### src/rtl/uart_pkg.sv
// uart_pkg: shared definitions for the UART transmit arbiter.
//   state_e - arbiter FSM states (IDLE, WAIT_BUSY, WAIT_DONE)
//   BYTE_W  - width of one transmitted byte
//   clog2   - ceiling log2, used to size grant and counter fields
package uart_pkg;

    localparam int BYTE_W = 8;

    typedef enum logic [1:0] {
        IDLE,
        WAIT_BUSY,
        WAIT_DONE
    } state_e;

    function automatic int clog2(input int v);
        int r;
        r = 0;
        while ((1 << r) < v) r++;
        return r;
    endfunction

endpackage

### src/rtl/uart_tx_arbiter_if.sv
// uart_tx_arbiter_if: byte-source and transmitter handshake bundle of the arbiter.
//   i_req_valid / i_req_data - per-source byte strobes, byte n at [8n+7:8n]
//   o_req_full / o_overflow  - per-source slot occupancy and sticky drop flag
//   o_tx_DATA_READY / o_tx_DATA / i_tx_BUSY / i_tx_DONE - transmitter handshake
//   o_grant_id / o_timeout / o_active - last served source, abandon pulse, FSM not idle
//   slave  - arbiter side; master - environment side (sources and transmitter)
interface uart_tx_arbiter_if #(
    parameter int NUM_REQ = 2
);
    import uart_pkg::*;

    localparam int GW = clog2(NUM_REQ);

    logic [NUM_REQ-1:0]        i_req_valid;
    logic [BYTE_W*NUM_REQ-1:0] i_req_data;
    logic [NUM_REQ-1:0]        o_req_full;
    logic [NUM_REQ-1:0]        o_overflow;
    logic                      o_tx_DATA_READY;
    logic [BYTE_W-1:0]         o_tx_DATA;
    logic                      i_tx_BUSY;
    logic                      i_tx_DONE;
    logic [GW-1:0]             o_grant_id;
    logic                      o_timeout;
    logic                      o_active;

    modport slave (
        input  i_req_valid, i_req_data, i_tx_BUSY, i_tx_DONE,
        output o_req_full, o_overflow, o_tx_DATA_READY, o_tx_DATA,
               o_grant_id, o_timeout, o_active
    );

    modport master (
        output i_req_valid, i_req_data, i_tx_BUSY, i_tx_DONE,
        input  o_req_full, o_overflow, o_tx_DATA_READY, o_tx_DATA,
               o_grant_id, o_timeout, o_active
    );

endinterface

### src/rtl/uart_rr_pick.sv
// uart_rr_pick: combinational round-robin picker over the slot-full vector.
//   full_i  - slot n holds a byte
//   last_i  - index of the last served source; search starts just after it
//   found_o - at least one slot is full
//   win_o   - first full slot at or after last_i+1, wrapping
module uart_rr_pick
    import uart_pkg::*;
#(
    parameter int N  = 2,
    parameter int GW = clog2(N)
) (
    input  logic [N-1:0]  full_i,
    input  logic [GW-1:0] last_i,
    output logic          found_o,
    output logic [GW-1:0] win_o
);

    logic [GW-1:0] idx;

    // Walking the offsets from farthest to nearest lets the nearest full slot win.
    always_comb begin
        found_o = |full_i;
        win_o   = '0;
        idx     = '0;
        for (int k = N; k >= 1; k--) begin
            idx = GW'((int'(last_i) + k) % N);
            if (full_i[idx]) win_o = idx;
        end
    end

endmodule

### src/rtl/uart_tx_arbiter.sv
// uart_tx_arbiter: shares one UART transmitter among NUM_REQ byte sources.
//   i_CLK   - single clock, rising edge
//   i_RESET - synchronous active-high reset; drops pending and in-flight bytes
//   bus     - slave side of uart_tx_arbiter_if: source strobes, slot status,
//             transmitter launch/busy/done handshake, grant, timeout, activity
// Each source owns a one-byte slot; a round-robin pick launches one held byte
// at a time and then waits for the transmitter to report busy and done.
module uart_tx_arbiter
    import uart_pkg::*;
#(
    parameter int NUM_REQ      = 2,
    parameter int BUSY_TIMEOUT = 16
) (
    input  logic           i_CLK,
    input  logic           i_RESET,
    uart_tx_arbiter_if.slave bus
);

    localparam int GW = clog2(NUM_REQ);
    localparam int CW = clog2(BUSY_TIMEOUT + 1);

    state_e              state_q;
    logic [CW-1:0]       cnt_q;
    logic [NUM_REQ-1:0]  full_q, full_d;
    logic [NUM_REQ-1:0]  ovf_q, ovf_d;
    logic [BYTE_W-1:0]   data_q [NUM_REQ];
    logic [BYTE_W-1:0]   data_d [NUM_REQ];
    logic                dr_q;
    logic [BYTE_W-1:0]   txd_q;
    logic [GW-1:0]       gid_q;
    logic                to_q;
    logic                found;
    logic [GW-1:0]       win;
    logic                launch;

    uart_rr_pick #(.N(NUM_REQ), .GW(GW)) u_pick (
        .full_i  (full_q),
        .last_i  (gid_q),
        .found_o (found),
        .win_o   (win)
    );

    assign launch = (state_q == IDLE) && found && !bus.i_tx_BUSY;

    // The launched slot is cleared first so a strobe in the launch cycle refills it.
    always_comb begin
        full_d = full_q;
        ovf_d  = ovf_q;
        data_d = data_q;
        if (launch) full_d[win] = 1'b0;
        for (int n = 0; n < NUM_REQ; n++) begin
            if (bus.i_req_valid[n]) begin
                if (!full_d[n]) begin
                    full_d[n] = 1'b1;
                    data_d[n] = bus.i_req_data[n*BYTE_W +: BYTE_W];
                end else begin
                    ovf_d[n] = 1'b1;
                end
            end
        end
    end

    always_ff @(posedge i_CLK) begin
        if (i_RESET) begin
            state_q <= IDLE;
            cnt_q   <= '0;
            full_q  <= '0;
            ovf_q   <= '0;
            data_q  <= '{default: '0};
            dr_q    <= 1'b0;
            txd_q   <= '0;
            gid_q   <= GW'(NUM_REQ - 1);
            to_q    <= 1'b0;
        end else begin
            full_q <= full_d;
            ovf_q  <= ovf_d;
            data_q <= data_d;
            dr_q   <= launch;
            to_q   <= 1'b0;
            case (state_q)
                IDLE: begin
                    if (launch) begin
                        txd_q   <= data_q[win];
                        gid_q   <= win;
                        cnt_q   <= '0;
                        state_q <= WAIT_BUSY;
                    end
                end
                WAIT_BUSY: begin
                    cnt_q <= cnt_q + 1'b1;
                    if (bus.i_tx_DONE) begin
                        state_q <= IDLE;
                    end else if (bus.i_tx_BUSY) begin
                        state_q <= WAIT_DONE;
                    end else if (cnt_q == CW'(BUSY_TIMEOUT - 1)) begin
                        // Pulse lands BUSY_TIMEOUT cycles after the launch strobe.
                        to_q    <= 1'b1;
                        state_q <= IDLE;
                    end
                end
                WAIT_DONE: state_q <= bus.i_tx_DONE ? IDLE : WAIT_DONE;
                default:   state_q <= IDLE;
            endcase
        end
    end

    assign bus.o_req_full      = full_q;
    assign bus.o_overflow      = ovf_q;
    assign bus.o_tx_DATA_READY = dr_q;
    assign bus.o_tx_DATA       = txd_q;
    assign bus.o_grant_id      = gid_q;
    assign bus.o_timeout       = to_q;
    assign bus.o_active        = (state_q != IDLE);

endmodule

### src/flat_wrapper.sv
// flat-port wrapper written by rule: the top's interface ports become plain ports
module uart_tx_arbiter_flat import uart_pkg::*;
#(
    parameter int NUM_REQ      = 2,
    parameter int BUSY_TIMEOUT = 16
)
  (i_CLK, i_RESET, bus_i_req_valid, bus_i_req_data, bus_i_tx_BUSY, bus_i_tx_DONE, bus_o_req_full, bus_o_overflow, bus_o_tx_DATA_READY, bus_o_tx_DATA, bus_o_grant_id, bus_o_timeout, bus_o_active);
  uart_tx_arbiter_if #(.NUM_REQ(NUM_REQ)) bus_i ();
  input  logic i_CLK;
  input  logic i_RESET;
  input wire logic [$bits(bus_i.i_req_valid)-1:0] bus_i_req_valid;
  input wire logic [$bits(bus_i.i_req_data)-1:0] bus_i_req_data;
  input wire logic [$bits(bus_i.i_tx_BUSY)-1:0] bus_i_tx_BUSY;
  input wire logic [$bits(bus_i.i_tx_DONE)-1:0] bus_i_tx_DONE;
  output wire logic [$bits(bus_i.o_req_full)-1:0] bus_o_req_full;
  output wire logic [$bits(bus_i.o_overflow)-1:0] bus_o_overflow;
  output wire logic [$bits(bus_i.o_tx_DATA_READY)-1:0] bus_o_tx_DATA_READY;
  output wire logic [$bits(bus_i.o_tx_DATA)-1:0] bus_o_tx_DATA;
  output wire logic [$bits(bus_i.o_grant_id)-1:0] bus_o_grant_id;
  output wire logic [$bits(bus_i.o_timeout)-1:0] bus_o_timeout;
  output wire logic [$bits(bus_i.o_active)-1:0] bus_o_active;
  assign bus_i.i_req_valid = bus_i_req_valid;
  assign bus_i.i_req_data = bus_i_req_data;
  assign bus_i.i_tx_BUSY = bus_i_tx_BUSY;
  assign bus_i.i_tx_DONE = bus_i_tx_DONE;
  assign bus_o_req_full = bus_i.o_req_full;
  assign bus_o_overflow = bus_i.o_overflow;
  assign bus_o_tx_DATA_READY = bus_i.o_tx_DATA_READY;
  assign bus_o_tx_DATA = bus_i.o_tx_DATA;
  assign bus_o_grant_id = bus_i.o_grant_id;
  assign bus_o_timeout = bus_i.o_timeout;
  assign bus_o_active = bus_i.o_active;
  uart_tx_arbiter #(.NUM_REQ(NUM_REQ), .BUSY_TIMEOUT(BUSY_TIMEOUT)) u_core (.i_CLK(i_CLK), .i_RESET(i_RESET), .bus(bus_i));
endmodule
### config.mk
export PLATFORM = sky130hd
export DESIGN_NAME = uart_tx_arbiter_flat
export DESIGN_NICKNAME = d
export VERILOG_FILES = /design/src/rtl/uart_pkg.sv /design/src/rtl/uart_tx_arbiter_if.sv /design/src/rtl/uart_rr_pick.sv /design/src/rtl/uart_tx_arbiter.sv /design/src/flat_wrapper.sv
export SDC_FILE = /design/constraint.sdc
export NUM_CORES = 1
export LEC_CHECK = 0
export CAP_MARGIN = 40
export CORE_UTILIZATION = 45
export DETAILED_ROUTE_END_ITERATION = 6
export GPL_TIMING_DRIVEN = 0
export PLACE_DENSITY = 0.82
export REMOVE_ABC_BUFFERS = 1
export SYNTH_ARGS = -nofsm -noshare
export SYNTH_HDL_FRONTEND = slang
export SYNTH_SLANG_ARGS = --single-unit
### constraint.sdc
create_clock -name i_CLK -period 2 [get_ports i_CLK]
set_input_delay 0.3 -clock i_CLK [delete_from_list [all_inputs] [get_ports i_CLK]]
set_output_delay 0.3 -clock i_CLK [all_outputs]
set_load 0.02 [all_outputs]
[After elaboration in Yosys (flattened, before gate mapping)]
Index checks and enable logic that the tools add are counted.
Cells by class
  add/subtract/negate cells: 3
  $mul: 0
  divide/modulo/power cells: 0
  order comparisons: 5
  equal/unequal tests: 5
  shifts and indexed selects: 0
  multiplexer cells: 23
  bitwise logic cells: 6
  reduce and logical (&&, ||, !) cells: 16
Operators by type and width (count)
  2-to-1 mux 8 bit: 3
  AND reduction 2 bit: 7
  2-to-1 mux 2 bit: 6
  2-to-1 mux 1 bit: 10
  case mux 5 bit (2 select lines): 1
  < comparator 1 x 2 -> 1 bit (second input constant): 3
  case mux 2 bit (3 select lines): 1
  adder 5 x 1 -> 5 bit (second input constant): 1
  == test 5 x 4 -> 1 bit (second input constant): 1
  2-to-1 mux 5 bit: 1
  inequality test 4 x 3 -> 1 bit (second input constant): 1
  nonzero test 2 bit: 2
  OR reduction 4 bit: 1
  logical AND 1 bit: 3
  inverter 1 bit: 3
  adder 1 bit (second input constant): 2
  AND 2 bit: 1
  == test 2 x 1 -> 1 bit (second input constant): 1
  == test 2 bit (second input constant): 1
  >= comparator 2 bit (second input constant): 1
  logical NOT 2 bit: 1
  inequality test 2 x 1 -> 1 bit (second input constant): 1
  inverter 1 -> 2 bit: 1
  inverter 2 bit: 1
  other kinds (4): 4
Storage, ports and cells
  register bits: 38
  bits in latches: 0
  memory bits (writable): 0
  bits in read-only memories: 0
  bits of input ports: 22
  output and inout bits: 16
  word-level logic and storage cells: 69
  memories kept: 0

[Longest topological paths before layout]
  depth after elaboration: 14
  mapped depth: 5
  mapped depth without buffers: 5

[Modules after synthesis]
Synthesis repeated with hierarchy kept, for this count alone.
Second synthesis, totals
  cell total of the unflattened synthesis: 239
  area total of the unflattened synthesis: 2047.0 um^2
By module, submodules not included
  uart_tx_arbiter: instances 1, cells an instance 237, area each 2033.2 um^2, seq. area each 760.7 um^2
  uart_rr_pick: instances 1, cells an instance 2, area each 13.8 um^2, seq. area each 0.0 um^2

[Worst setup path before layout]
No wires, ideal clock.
  path type: reg2reg
  start: reg u_core.state_q[1]
  end: reg u_core.data_q[10] (netlist name)
  setup time: 0.072 ns
  arrival: 1.474 ns
  data required time: 1.928 ns
  slack: 0.455 ns
  stages on the path, launching flop included: 5
  buffers on the path: 1
  period minus slack after synthesis: 1.545 ns
  path through: dfxtp_1 buf_6 or3_4 o31ai_4 mux2i_1
On the way
  cells in the longest elaborated chain, start to end: 6
RTL lines
  start: declaration: RTL line uart_tx_arbiter.sv:22  | state_e state_q;
  start signal: assignment: RTL line uart_tx_arbiter.sv:101  | WAIT_DONE: state_q <= bus.i_tx_DONE ? IDLE : WAIT_DONE;
  logical NOT 2 bit: RTL line uart_tx_arbiter.sv:43  | assign launch = (state_q == IDLE) && found && !bus.i_tx_BUSY;
  logical AND 1 bit (2 in a row): RTL line uart_tx_arbiter.sv:43
  2-to-1 mux 2 bit: RTL line uart_tx_arbiter.sv:50  | if (launch) full_d[win] = 1'b0;
  inverter 1 bit (no source line)
  AND reduction 2 bit (no source line)
  end signal: assignment: RTL line uart_tx_arbiter.sv:77  | data_q <= data_d;
  end: declaration: RTL line uart_tx_arbiter.sv:26  | logic [BYTE_W-1:0] data_q [NUM_REQ];
Every way passes these cells.
A chain may end at the register's enable or synchronous reset.

[Worst setup path in the final report]
  start: reg u_core.state_q[1]
  end: out bus_o_active
On the way
  cells in the longest elaborated chain, start to end: 1
RTL lines
  nonzero test 2 bit: RTL line uart_tx_arbiter.sv:113  | assign bus.o_active = (state_q != IDLE);
  end: declaration: RTL line flat_wrapper.sv:21  | output wire logic [$bits(bus_i.o_active)-1:0] bus_o_active;
Every way passes these cells.

==> flow_metrics.tcl <==
set metrics [dict create \
    setup_tns_ps 0 \
    cts_resized 0 \
    critPathKind "reg -> out" \
    switching_share_pct 26.3 \
    leakage_nw 0.824 \
    drv_slew 0 \
    dr.pass1.iters 4 \
    antenna_left 0 \
    intPower_mw 1.09 \
    post_synth_num_cell_types 35 \
    hold_viol_final 0 \
    layout.cells.non_filler 242 \
    regArea_um2 761 \
    seqPwrFrac_pct 55.3 \
    start_util_pct 47.6 \
    first_iter_violations 51 \
    synth.top_cell.area_share_pct 47.5 \
    cts_buffers 5 \
    critPathLaunchType "flop" \
    cp-end-kind "output pin" \
    hp-class "reg -> reg" \
    path_cells "or2_2 -> clkdlybuf4s50_1" \
    synth-edff-count 0 \
    finalWeightedCongestion 0.785 \
    yosys_warnings 0 \
    h-tree-depth 2 \
    grt_max_degree 24 \
    synthCells 156 \
    clkLatencyLatePin_ps 350 \
    arrival_ps 1610 \
    cts_tree "done" \
    yosysSeqAreaShare_pct 47.5 \
    grt_usage_pct 20.4 \
    period_share_pct 95.7 \
    wl_per_cell_um 13.7 \
    mappedNetlistArea_um2 1600 \
    antenna-diode-count 0 \
    worst_pin_slew_ps 887 \
    synth-seq-cells 38 \
    rsz0062_at_grt "false" \
    hpwl_um 2460 \
    die_h_um 61.7 \
    overflow 0 \
    num_vias 1282 \
    cap_violations 0 \
    reg2reg_slack_ps 190 \
    num-fill-cells 310 \
    syn_to_final_growth_pct 30.5 \
    yosys.area.top_type "dfxtp_1" \
    crit_path_max_incr_delay_ps 590 \
    dp.cells 234 \
    avgSynthCellArea_um2 10.3 \
    synth_top_flop_cell "dfxtp_1" \
    outcome "finished, final reports clean" \
    critPathMaxFanout 11 \
    core_area_um2 3360 \
    avgViaCountPerCell 5.30 \
    port_buffers 37 \
    post-cts-setup-buffers 0 \
    ys_top_cells_by_count "38 x dfxtp_1, 18 x nand2b_1, 11 x a22o_1, 10 x nor2b_1, 10 x nor3_1" \
    combPwrFrac_pct 15.8 \
    power_density_nw_per_um2 708 \
    grt_pass1_wl_um 5540 \
    multi_input_area_um2 787 \
    slew_headroom_pct 40.7 \
    crit_slowest_cell "clkdlybuf4s50_1" \
    drcViolationCount 0 \
    layout-drive-gt1-share_pct 7.65 \
    drt_wl_total_um 3310 \
    switchingPower_mw 0.389 \
    setup_viol 0 \
    num_rows 21 \
    grt_pass1_vias 1296 \
    antenna_found_initial 0 \
    utilization_pct 62.1 \
    vdd.ir_drop.worst_mv 0.353 \
    clock_power_share_pct 28.8 \
    total_power_mw 1.48 \
    clockBufferDepth 2 \
    die_area_um2 3800 \
    yosysMostFrequentCell "dfxtp_1" \
    cts_sinks 38 \
    clkTransAtPathRegs_ps 110 \
    clock.fmax_mhz 523 \
    synth_area_leaders "dfxtp_1 48%, nand2b_1 7.0%, a22o_1 6.0%" \
    period_minus_slack_ps 1910 \
    root_buffer "clkbuf_4" \
    cts-hold-fix-buffers 0 \
    critical_path_required_ps 1700 \
    ios 38 \
    finalClockSkew_ps 5.01 \
    layout.nets 219 \
    postSynth.asyncResetShare_pct 0 \
    die_width_um 61.7 \
]
[worst max-delay path, delay by kind of cell, from the launching register on]
kind | cells | cell delay, ps
buffers and inverters | 1 | 590
and+or+nand+nor | 1 | 170
DFF | 1 | 510
[registers in the layout (all words and copies together), names as in the netlist]
name                        flops
u_core.bus.o_grant_id           1
u_core.bus.o_overflow           2
u_core.bus.o_req_full           2
u_core.bus.o_timeout            1
u_core.bus.o_tx_DATA            8
u_core.bus.o_tx_DATA_READY      1
u_core.cnt_q                    5
u_core.data_q                  16
u_core.state_q                  2
[power groups by stage]
stage               clock network, mW  logic [mW]  registers [mW]
detailed placement                  0       0.235           0.836
global route                    0.470       0.254           0.824
global placement                    0       0.221           0.834
CTS                             0.436       0.237           0.819
floorplan                           0       0.111           0.846
finish                          0.426       0.234           0.818
[through the flow]
stage / hold slack (ps) / cell area, µm² / worst slack [ps]
after floorplan: 369 / 1570 / 336
after detailed placement: 452 / 2030 / -118
after global placement: 438 / 2000 / -326
final: 465 / 2090 / 86.9
after CTS: 468 / 2090 / 77.7
after global routing: 482 / 2090 / 5.44
[cells by family (layout without fill, tap and decap cells)]
logic type	Yosys count	after routing	synth area share [%]
muxes	10	10	6.33
and+or+nand+nor	58	58	21.2
xor gates and xnor gates	1	1	0.547
AOI/OAI and AO/OA	35	35	19.5
adders and majority gates	2	2	1.56
buffers and inverters	12	52	3.36
DFF	38	38	47.5
[layout make-up]
type                    count  share of cell area, %
inverters                   6                   1.08
repair buffers             38                   19.0
multi-input cells         106                   37.7
clock buffers               6                   2.46
well taps                  46                   2.75
clock inverters             2                  0.599
flip-flops and latches     38                   36.4
[worst paths after layout]
check,from,to,depth (start not counted)
worst max-delay path,u_core.state_q[1],bus_o_active,2
worst min-delay path,u_core.bus.o_overflow[0],u_core.bus.o_overflow[0],2
worst max register to register,u_core.bus.o_req_full[1],u_core.data_q[12],3
worst min register to register,u_core.bus.o_overflow[0],u_core.bus.o_overflow[0],2
[routing by layer]
metal / part of all wire [%] / vias to the layer above / track usage [%]
met5: 0 / - / 0
met4: 1.4 / 0 / 7.62
met3: 4.9 / 6 / 6.72
met2: 49 / 29 / 35.8
met1: 45 / 600 / 22.8
li1: - / 647 / -
[cells in the final DEF (no fill, tap or decap), drive strengths merged, types with 2 or more instances in the layout]
cell,n
a211oi,3
a22o,11
nor3,10
nand2b,18
nor3b,2
a221o,7
a21oi,5
or2,2
ha,2
and3,2
dfxtp,38
clkdlybuf4s50,37
nor2b,10
a211o,2
nor2,8
mux2i,9
clkbuf,6
inv,6
No activity file was read; power rests on OpenSTA's default activity.
